File: config.mk
export PLATFORM = sky130hd
export DESIGN_NAME = sprite_blitter_flat
export DESIGN_NICKNAME = d
export VERILOG_FILES = /design/src/rtl/sprite_blitter_if.sv /design/src/rtl/sprite_blitter.sv /design/src/flat_wrapper.sv
export SDC_FILE = /design/constraint.sdc
export NUM_CORES = 1
export LEC_CHECK = 0
export ABC_AREA = 1
export CORE_MARGIN = 3
export CORE_UTILIZATION = 30
export DETAILED_ROUTE_END_ITERATION = 7
export SLEW_MARGIN = 25
export SYNTH_ARGS = -nofsm -noshare
export SYNTH_HDL_FRONTEND = slang
export SYNTH_SLANG_ARGS = --single-unit
File: constraint.sdc
create_clock -name clk -period 2.4 [get_ports clk]
set_input_delay 0.48 -clock clk [delete_from_list [all_inputs] [get_ports clk]]
set_output_delay 0.48 -clock clk [all_outputs]
set_load 0.01 [all_outputs]
File: src/rtl/sprite_blitter_if.sv
// Control and plot-bus bundle between a game-object FSM (master) and sprite_blitter (slave).
interface sprite_blitter_if #(
    parameter int X_W     = 9,
    parameter int Y_W     = 8,
    parameter int COLOR_W = 12
);
    logic               start;
    logic [X_W-1:0]     x_init;
    logic [Y_W-1:0]     y_init;
    logic               busy;
    logic               done;
    logic [X_W-1:0]     x_out;
    logic [Y_W-1:0]     y_out;
    logic [COLOR_W-1:0] color_out;
    logic               plot;

    modport master (
        output start, x_init, y_init,
        input  busy, done, x_out, y_out, color_out, plot
    );

    modport slave (
        input  start, x_init, y_init,
        output busy, done, x_out, y_out, color_out, plot
    );
endinterface

File: src/rtl/sprite_blitter.sv
// Sprite blitter: walks an SPR_W x SPR_H ROM in raster order and emits clipped, ROM-latency-aligned plots.
// Define SPRITE_BLITTER_TRANSPARENT_EN to suppress plots of pixels whose colour equals TRANSP_KEY.
module sprite_blitter #(
    parameter int                  SPR_W      = 16,
    parameter int                  SPR_H      = 16,
    parameter int                  ADDR_W     = 8,
    parameter int                  X_W        = 9,
    parameter int                  Y_W        = 8,
    parameter int                  COLOR_W    = 12,
    parameter int                  SCREEN_W   = 320,
    parameter int                  SCREEN_H   = 240,
    parameter int                  ROM_LAT    = 1,
    parameter logic [COLOR_W-1:0]  TRANSP_KEY = '0
) (
    input  logic               clk,
    input  logic               resetn,
    sprite_blitter_if.slave    bus,
    output logic [ADDR_W-1:0]  rom_addr,
    input  logic [COLOR_W-1:0] rom_q,
    input  logic               clr_count,
    output logic [7:0]         sprite_count
);
    localparam int COL_W = (SPR_W > 1) ? $clog2(SPR_W) : 1;
    localparam int ROW_W = (SPR_H > 1) ? $clog2(SPR_H) : 1;
    localparam int FL_W  = (ROM_LAT > 0) ? $clog2(ROM_LAT + 1) : 1;

    typedef enum logic [1:0] {S_IDLE, S_DRAW, S_FLUSH, S_DONE} state_t;

    state_t             state;
    logic [X_W-1:0]     x0;
    logic [Y_W-1:0]     y0;
    logic [COL_W-1:0]   col;
    logic [ROW_W-1:0]   row;
    logic [FL_W-1:0]    flush_cnt;
    logic               busy_r;
    logic               done_r;
    logic               last_col;
    logic               last_pix;

    logic               vld_p0 [ROM_LAT];
    logic [COL_W-1:0]   col_p0 [ROM_LAT];
    logic [ROW_W-1:0]   row_p0 [ROM_LAT];

    logic [X_W-1:0]     x_p1;
    logic [Y_W-1:0]     y_p1;
    logic [COLOR_W-1:0] color_p1;
    logic               vld_p1;

    logic [X_W:0]       x_sum;
    logic [Y_W:0]       y_sum;
    logic               keep;

    function automatic logic on_screen(input logic [X_W:0] xs, input logic [Y_W:0] ys);
        return (xs < (X_W+1)'(SCREEN_W)) && (ys < (Y_W+1)'(SCREEN_H));
    endfunction

    assign last_col = (col == COL_W'(SPR_W - 1));
    assign last_pix = last_col && (row == ROW_W'(SPR_H - 1));

    always_ff @(posedge clk) begin
        if (!resetn) begin
            state        <= S_IDLE;
            col          <= '0;
            row          <= '0;
            rom_addr     <= '0;
            flush_cnt    <= '0;
            busy_r       <= 1'b0;
            done_r       <= 1'b0;
            sprite_count <= '0;
        end else begin
            case (state)
                S_IDLE: begin
                    if (bus.start) begin
                        state    <= S_DRAW;
                        busy_r   <= 1'b1;
                        col      <= '0;
                        row      <= '0;
                        rom_addr <= '0;
                    end
                end
                S_DRAW: begin
                    if (last_pix) begin
                        state     <= S_FLUSH;
                        col       <= '0;
                        row       <= '0;
                        rom_addr  <= '0;
                        flush_cnt <= '0;
                    end else begin
                        rom_addr <= rom_addr + ADDR_W'(1);
                        if (last_col) begin
                            col <= '0;
                            row <= row + ROW_W'(1);
                        end else begin
                            col <= col + COL_W'(1);
                        end
                    end
                end
                S_FLUSH: begin
                    // Hold long enough for the final pixel to clear the ROM and output stages.
                    if (flush_cnt == FL_W'(ROM_LAT)) begin
                        state  <= S_DONE;
                        done_r <= 1'b1;
                    end else begin
                        flush_cnt <= flush_cnt + FL_W'(1);
                    end
                end
                S_DONE: begin
                    state  <= S_IDLE;
                    busy_r <= 1'b0;
                    done_r <= 1'b0;
                end
                default: state <= S_IDLE;
            endcase

            if (clr_count)
                sprite_count <= '0;
            else if (state == S_DONE)
                sprite_count <= sprite_count + 8'd1;
        end
    end

    always_ff @(posedge clk) begin
        if (state == S_IDLE && bus.start) begin
            x0 <= bus.x_init;
            y0 <= bus.y_init;
        end
    end

    // ---- p0: col/row delay line matching ROM read latency ----
    always_ff @(posedge clk) begin
        if (!resetn) begin
            for (int i = 0; i < ROM_LAT; i++) vld_p0[i] <= 1'b0;
        end else begin
            vld_p0[0] <= (state == S_DRAW);
            for (int i = 1; i < ROM_LAT; i++) vld_p0[i] <= vld_p0[i-1];
        end
    end

    always_ff @(posedge clk) begin
        col_p0[0] <= col;
        row_p0[0] <= row;
        for (int i = 1; i < ROM_LAT; i++) begin
            col_p0[i] <= col_p0[i-1];
            row_p0[i] <= row_p0[i-1];
        end
    end

    assign x_sum = {1'b0, x0} + (X_W+1)'(col_p0[ROM_LAT-1]);
    assign y_sum = {1'b0, y0} + (Y_W+1)'(row_p0[ROM_LAT-1]);

`ifdef SPRITE_BLITTER_TRANSPARENT_EN
    assign keep = (rom_q != TRANSP_KEY);
`else
    logic unused_key;
    assign keep       = 1'b1;
    assign unused_key = ^TRANSP_KEY;
`endif

    // ---- p1: registered plot outputs ----
    always_ff @(posedge clk) begin
        if (!resetn) begin
            vld_p1   <= 1'b0;
            x_p1     <= '0;
            y_p1     <= '0;
            color_p1 <= '0;
        end else begin
            vld_p1 <= vld_p0[ROM_LAT-1] && on_screen(x_sum, y_sum) && keep;
            if (vld_p0[ROM_LAT-1]) begin
                x_p1     <= x_sum[X_W-1:0];
                y_p1     <= y_sum[Y_W-1:0];
                color_p1 <= rom_q;
            end
        end
    end

    assign bus.x_out     = x_p1;
    assign bus.y_out     = y_p1;
    assign bus.color_out = color_p1;
    assign bus.plot      = vld_p1;
    assign bus.busy      = busy_r;
    assign bus.done      = done_r;
endmodule

File: src/flat_wrapper.sv
// flat-port wrapper written by rule: the top's interface ports become plain ports
module sprite_blitter_flat 
#(
    parameter int                  SPR_W      = 16,
    parameter int                  SPR_H      = 16,
    parameter int                  ADDR_W     = 8,
    parameter int                  X_W        = 9,
    parameter int                  Y_W        = 8,
    parameter int                  COLOR_W    = 12,
    parameter int                  SCREEN_W   = 320,
    parameter int                  SCREEN_H   = 240,
    parameter int                  ROM_LAT    = 1,
    parameter logic [COLOR_W-1:0]  TRANSP_KEY = '0
)
  (clk, resetn, rom_addr, rom_q, clr_count, sprite_count, bus_start, bus_x_init, bus_y_init, bus_busy, bus_done, bus_x_out, bus_y_out, bus_color_out, bus_plot);
  sprite_blitter_if #(.X_W(X_W), .Y_W(Y_W), .COLOR_W(COLOR_W)) bus_i ();
  input  logic clk;
  input  logic resetn;
  output logic [ADDR_W-1:0] rom_addr;
  input  logic [COLOR_W-1:0] rom_q;
  input  logic clr_count;
  output logic [7:0] sprite_count;
  input wire logic [$bits(bus_i.start)-1:0] bus_start;
  input wire logic [$bits(bus_i.x_init)-1:0] bus_x_init;
  input wire logic [$bits(bus_i.y_init)-1:0] bus_y_init;
  output wire logic [$bits(bus_i.busy)-1:0] bus_busy;
  output wire logic [$bits(bus_i.done)-1:0] bus_done;
  output wire logic [$bits(bus_i.x_out)-1:0] bus_x_out;
  output wire logic [$bits(bus_i.y_out)-1:0] bus_y_out;
  output wire logic [$bits(bus_i.color_out)-1:0] bus_color_out;
  output wire logic [$bits(bus_i.plot)-1:0] bus_plot;
  assign bus_i.start = bus_start;
  assign bus_i.x_init = bus_x_init;
  assign bus_i.y_init = bus_y_init;
  assign bus_busy = bus_i.busy;
  assign bus_done = bus_i.done;
  assign bus_x_out = bus_i.x_out;
  assign bus_y_out = bus_i.y_out;
  assign bus_color_out = bus_i.color_out;
  assign bus_plot = bus_i.plot;
  sprite_blitter #(.SPR_W(SPR_W), .SPR_H(SPR_H), .ADDR_W(ADDR_W), .X_W(X_W), .Y_W(Y_W), .COLOR_W(COLOR_W), .SCREEN_W(SCREEN_W), .SCREEN_H(SCREEN_H), .ROM_LAT(ROM_LAT), .TRANSP_KEY(TRANSP_KEY)) u_core (.clk(clk), .resetn(resetn), .bus(bus_i), .rom_addr(rom_addr), .rom_q(rom_q), .clr_count(clr_count), .sprite_count(sprite_count));
endmodule
======== After elaboration in Yosys (flattened, before gate mapping) ========
Memories as Yosys holds them, arrays and structs flattened.
Cells that the tools add are included.
Widths: inputs -> output; s select.
word-level totals
  register bits after elaboration ......... 76
  logic and storage cells ................. 78
  memories kept ........................... 3
  bits in writable memories ............... 9
  bits of input ports ..................... 33
memory list
  name           words  width  rd ports  clocked after memory_dff  write ports  RTL line              text
  u_core.col_p0  1      4      1         0                         1            sprite_blitter.sv:41  logic [COL_W-1:0] col_p0 [ROM_LAT];
  u_core.row_p0  1      4      1         0                         1            sprite_blitter.sv:42  logic [ROW_W-1:0] row_p0 [ROM_LAT];
  u_core.vld_p0  1      1      1         0                         1            sprite_blitter.sv:40  logic vld_p0 [ROM_LAT];
operators by class
  bitwise logic cells ..................... 1
  reductions and logical operators ........ 17
  magnitude comparators ................... 2
  multiplexer cells ....................... 25
  add/subtract/negate cells ............... 7
  equality and inequality tests ........... 9
operators with widths
  operator             number
  $mux 4               5
  $add 8x1->8 const B  2
  $mux 8               2
  $pmux 4 s2           2
  $pmux 8 s2           1
  $add 9x4->10         1
  $lt 10x9->1 const B  1
  $add 8x4->9          1
  $lt 9x8->1 const B   1
  $add 4x1->4 const B  2
  $eq 4x4->1 const B   2
  $mux 1               8
  $pmux 2 s4           1
  $reduce_and 2->1     4
  $reduce_bool 2->1    4
  $mux 2               3
  $pmux 1 s2           3
  $reduce_and 3->1     2
  $eq 2x2->1 const B   2
  $logic_and 1x1->1    4
  $ne 2x1->1 const B   2
  $ne 3x1->1 const B   1
  $eq 2x1->1 const B   1
  $logic_not 2->1      1
  other kinds (5)      5

======== Longest topological paths before layout ========
An unclocked memory read counts as a cell.
  depth in word-level cells ............... 5
  mapped depth ............................ 10
  gate-level depth less buffers ........... 10

======== Worst setup path after synthesis ========
No wires, ideal clock.
  path type ............................... reg-to-reg
  from .................................... register u_core.y0[0]
  to ...................................... register u_core.vld_p1, in the netlist u_core.bus.plot
  data arrival time ....................... 1.582 ns
  cell stages (with the launch flop) ...... 11
  clock period less this slack ............ 1.697 ns
  library setup time ...................... 0.115 ns
  setup slack ............................. 0.703 ns
  buffers on the path ..................... 0
  data required time ...................... 2.285 ns
  path through ............................ edfxtp_1 ha_1 fa_1 nand3_1 nand2_1 nand2_1 nand2_1 nor2_1 nand3_1 nand2_1 nor2_1
between the ends
  word-level cells in the longest chain between the ends .. 4
ends and longest elaborated chain
  what                    RTL line               text
  from (decl)             sprite_blitter.sv:31   logic [Y_W-1:0] y0;
  from (signal assigned)  sprite_blitter.sv:125  y0 <= bus.y_init;
  $add 8x4->9             sprite_blitter.sv:149  assign y_sum = {1'b0, y0} + (Y_W+1)'(row_p0[ROM_LAT-1]);
  $lt 9x8->1              sprite_blitter.sv:54   return (xs < (X_W+1)'(SCREEN_W)) && (ys < (Y_W+1)'(SCREEN_H));
  $logic_and 1x1->1       sprite_blitter.sv:54
  $logic_and 1x1->1       sprite_blitter.sv:167  vld_p1 <= vld_p0[ROM_LAT-1] && on_screen(x_sum, y_sum) && keep;
  to (signal assigned)    sprite_blitter.sv:167
  to (decl)               sprite_blitter.sv:47   logic vld_p1;
No other way between the ends.
A chain may end at the register's enable or synchronous reset.

======== Worst setup path in the final report ========
  from .................................... register u_core.state[1]
  to ...................................... register u_core.row[2]
between the ends
  word-level cells in the longest chain between the ends .. 3
  elaborated cells on any way between the ends .. 7
  classes of those cells .................. eq/ne: 3; mux: 1; reduce/logical: 3
ends and longest elaborated chain
  what                                                       RTL line              text
  from (decl)                                                sprite_blitter.sv:29  state_t state;
  from (signal assigned)                                     sprite_blitter.sv:62  state <= S_IDLE;
  from (signal assigned)                                     sprite_blitter.sv:74  state <= S_DRAW;
  from (signal assigned)                                     sprite_blitter.sv:83  state <= S_FLUSH;
  $eq 2x1->1 / $logic_not 2->1 (equally long branches)       sprite_blitter.sv:71  case (state)
  $ne 3x1->1 (no source line), or another cell as far along  n/a
  $reduce_and 3->1 (no source line)                          n/a
  to (signal assigned)                                       sprite_blitter.sv:92  row <= row + ROW_W'(1);
  to (decl)                                                  sprite_blitter.sv:33  logic [ROW_W-1:0] row;
Several ways; a longest one is shown, not always the timed one.

==> impl_metrics.yaml <==
clocking:
  clk_latency_ns: 0.33
  post_cts_buffers: 0
  ctsResizeCount: 0
  clk_path_buf_depth: 2
  cts_tree: "done"
  postCtsHoldBufs: 0
  numClockSinks: 85
  path_clk_slew_ns: 0.06
  numCtsBuffers: 9
  htree_num_levels: 3
  clockRootBuffer: "clkbuf_16"
die:
  core_area_um2: 11660
  die_h_um: 116.3
  fp.dieW_um: 116.3
  initial_core_util_pct: 31.27
  fp.dieArea_um2: 13520
  rows: 39
  pin_count: 81
finish:
  final_cell_mix: "nor2_1 (81), clkdlybuf4s50_1 (80), nand2_1 (79)"
  drive_above_1_share_pct: 5.075
  areaGrowthSynthToFinish_pct: 34.61
  n_antenna_cell: 0
  layout_commonest_cell: "nor2_1"
  multi_input_area_um2: 1528
  seqCellArea_um2: 1872
  nNetsFinal: 578
  fillers: 1195
timing:
  setup_ws_ns: 0.5257
  setup_viol: 0
  rsz0062_at_grt: "no"
  hold_viol: 0
  relSlewSlack_pct: 54.34
  period_share_pct: 78.09
  worst_pin_slew_ns: 0.6842
  finalMaxSlewViolations: 0
  clock_skew_ns: 0.004416
  fmax_mhz: 533.5
  fin_crit_ns: 1.874
  fin_tns_setup_ns: 0
global_route:
  grt_max_degree: 32
  grt.total_usage_pct: 12.62
  grt_overflow_total: 0
  grt_pass1_wl_um: 13430
  antenna_found_initial: 0
  first_global_vias: 2933
power_and_ir_drop:
  leakage_nw: 2.087
  seq_power_share_pct: 42.6
  power.share.clock_pct: 32.6
  p_per_area_nw_per_um2: 887.2
  sw_frac_of_total_pct: 30.19
  power.total_mw: 4.356
  p_sw_mw: 1.315
  p_int_mw: 3.041
  p_comb_share_pct: 24.9
  ir_worst_vdd_mv: 0.3207
yosys:
  synth.area.mux_share_pct: 0
  syn_nets: 495
  synth_fa_ha_area_share_pct: 6.587
  ys_seq_elements: 85
  synth_top_area_share_pct: 37.32
  yosysSeqAreaShare_pct: 51.32
  synth-compound-area-share_pct: 9.503
  yosys.area.top_type: "dfxtp_1"
  yosys.area_share.simple_pct: 24.12
  synthCells: 444
  synth_area_um2: 3647
  yosys-top-cells-area: "dfxtp_1 (37%), edfxtp_1 (14%), nor2_1 (8.3%)"
  synthArstFlopShare_pct: 0
  synth-warning-count: 0
  synth_enable_flop_cells: 17
  syn_area_per_cell_um2: 8.215
  yosys.area_share.xor_xnor_pct: 1.681
  synth_top_family_by_area: "simple AND/OR/NAND/NOR gates"
  yosysUniqueCellTypes: 35
  synthFlopType: "dfxtp_1"
detailed_routing:
  wire_per_inst_um: 12.33
  postRouteAntennaNets: 0
  firstDrtPassIters: 4
  vias_per_cell: 4.559
  wl_um: 8324
  drc: 0
  dr_total_vias: 3077
  drt-initial-drc-count: 151
setup_path:
  startpoint_type: "register"
  arrival_ns: 2.10
  end_kind: "register"
  path_max_fanout: 11
  crit_type: "register to register"
  required_ns: 2.62
placement:
  place_congestion: 0.8365
  portBuffers: 80
  dp.final_hpwl_um: 6136
  dp_slack_ns: 0.4597
worst_hold_path:
  min_path_type: "register to register"
outcome:
  outcome: "completed"
run:
  cap_violations: 0
## layer usage
metal  track usage (%)  up-vias  part of all wire, %
met4             4.640        0                  1.3
li1                  -     1617                    -
met1             15.44     1369                   46
met3             3.627       10                  6.7
met2             21.13       81                   46
met5                 0        -                    0
## stage by stage
stage / cell area [um^2] / utilization (%) / hold WS [ns] / std cells
6_report: 4910 / 42.10 / 0.3670 / 675
4_1_cts: 4910 / 42.10 / 0.3702 / 675
2_1_floorplan: 3647 / - / 0.3308 / 444
3_3_place_gp: 4598 / 39.43 / 0.3598 / 659
5_1_grt: 4910 / 42.10 / 0.3738 / 675
3_5_place_dp: 4598 / 39.43 / 0.3620 / 659
## cells in the mapped netlist, drive strengths merged, types with 3 or more instances
master and count:
edfxtp 17, nand3 26, o21ai 34, nor3 8
inv 49, xor2 7, nand2 79, dfxtp 68
nor2 82, buf 5, ha 16, clkbuf 7
nand4 6, a21oi 21, or2 3, o211ai 4
## final cells by class
class | count | area share, %
inverters | 49 | 3.848
well taps | 143 | 3.644
multi-input cells | 298 | 31.12
clock inverters | 5 | 1.172
repair buffers | 84 | 16.92
clock buffers | 11 | 5.173
flip-flops and latches | 85 | 38.12
## registers in the layout, summed over array words and instances, names as in the netlist
name and flops:
u_core.state 2, u_core.bus.x_out 9, u_core.vld_p0 1, u_core.row 4, u_core.flush_cnt 1, u_core.bus.y_out 8
u_core.bus.busy 1, u_core.row_p0 4, u_core.bus.done 1, u_core.rom_addr 8, u_core.bus.color_out 12, u_core.col 4
u_core.x0 9, u_core.col_p0 4, u_core.sprite_count 8, u_core.bus.plot 1, u_core.y0 8
## path summary, 6_finish.rpt
check,start,end,slack (ns),cells past startpoint
worst max register to register,u_core.state[1],u_core.row[2],0.53,9
worst min register to register,u_core.row[2],u_core.row_p0[0][2],0.37,0
worst max-delay path,u_core.state[1],u_core.row[2],0.53,9
worst min-delay path,u_core.row[2],u_core.row_p0[0][2],0.37,0
## worst max-delay path: stages, from the launching register on
cell     delay [ns]
dfxtp_1        0.33
inv_1          0.10
ha_1           0.27
inv_2          0.07
o21ai_2        0.45
nand2_1        0.15
inv_1          0.13
nor2_1         0.07
a21oi_1        0.13
a21oi_1        0.06
## power by group through the flow
stage	Clock, mW	Sequential, mW	Combinational [mW]
after floorplan	0	1.90	0.624
after global placement	0	1.88	1.07
after detailed placement	0	1.89	1.10
after CTS	1.47	1.86	1.10
final	1.42	1.85	1.08
after global routing	1.53	1.89	1.23
## cell families (layout without fill, tap and decap cells)
kind of cell | Yosys count | count (layout)
compound gates | 64 | 64
flops | 85 | 85
simple gates | 209 | 209
fa+ha+maj | 18 | 18
buf+inv | 61 | 149
xor+xnor | 7 | 7
(Power assumes the default switching activity.)
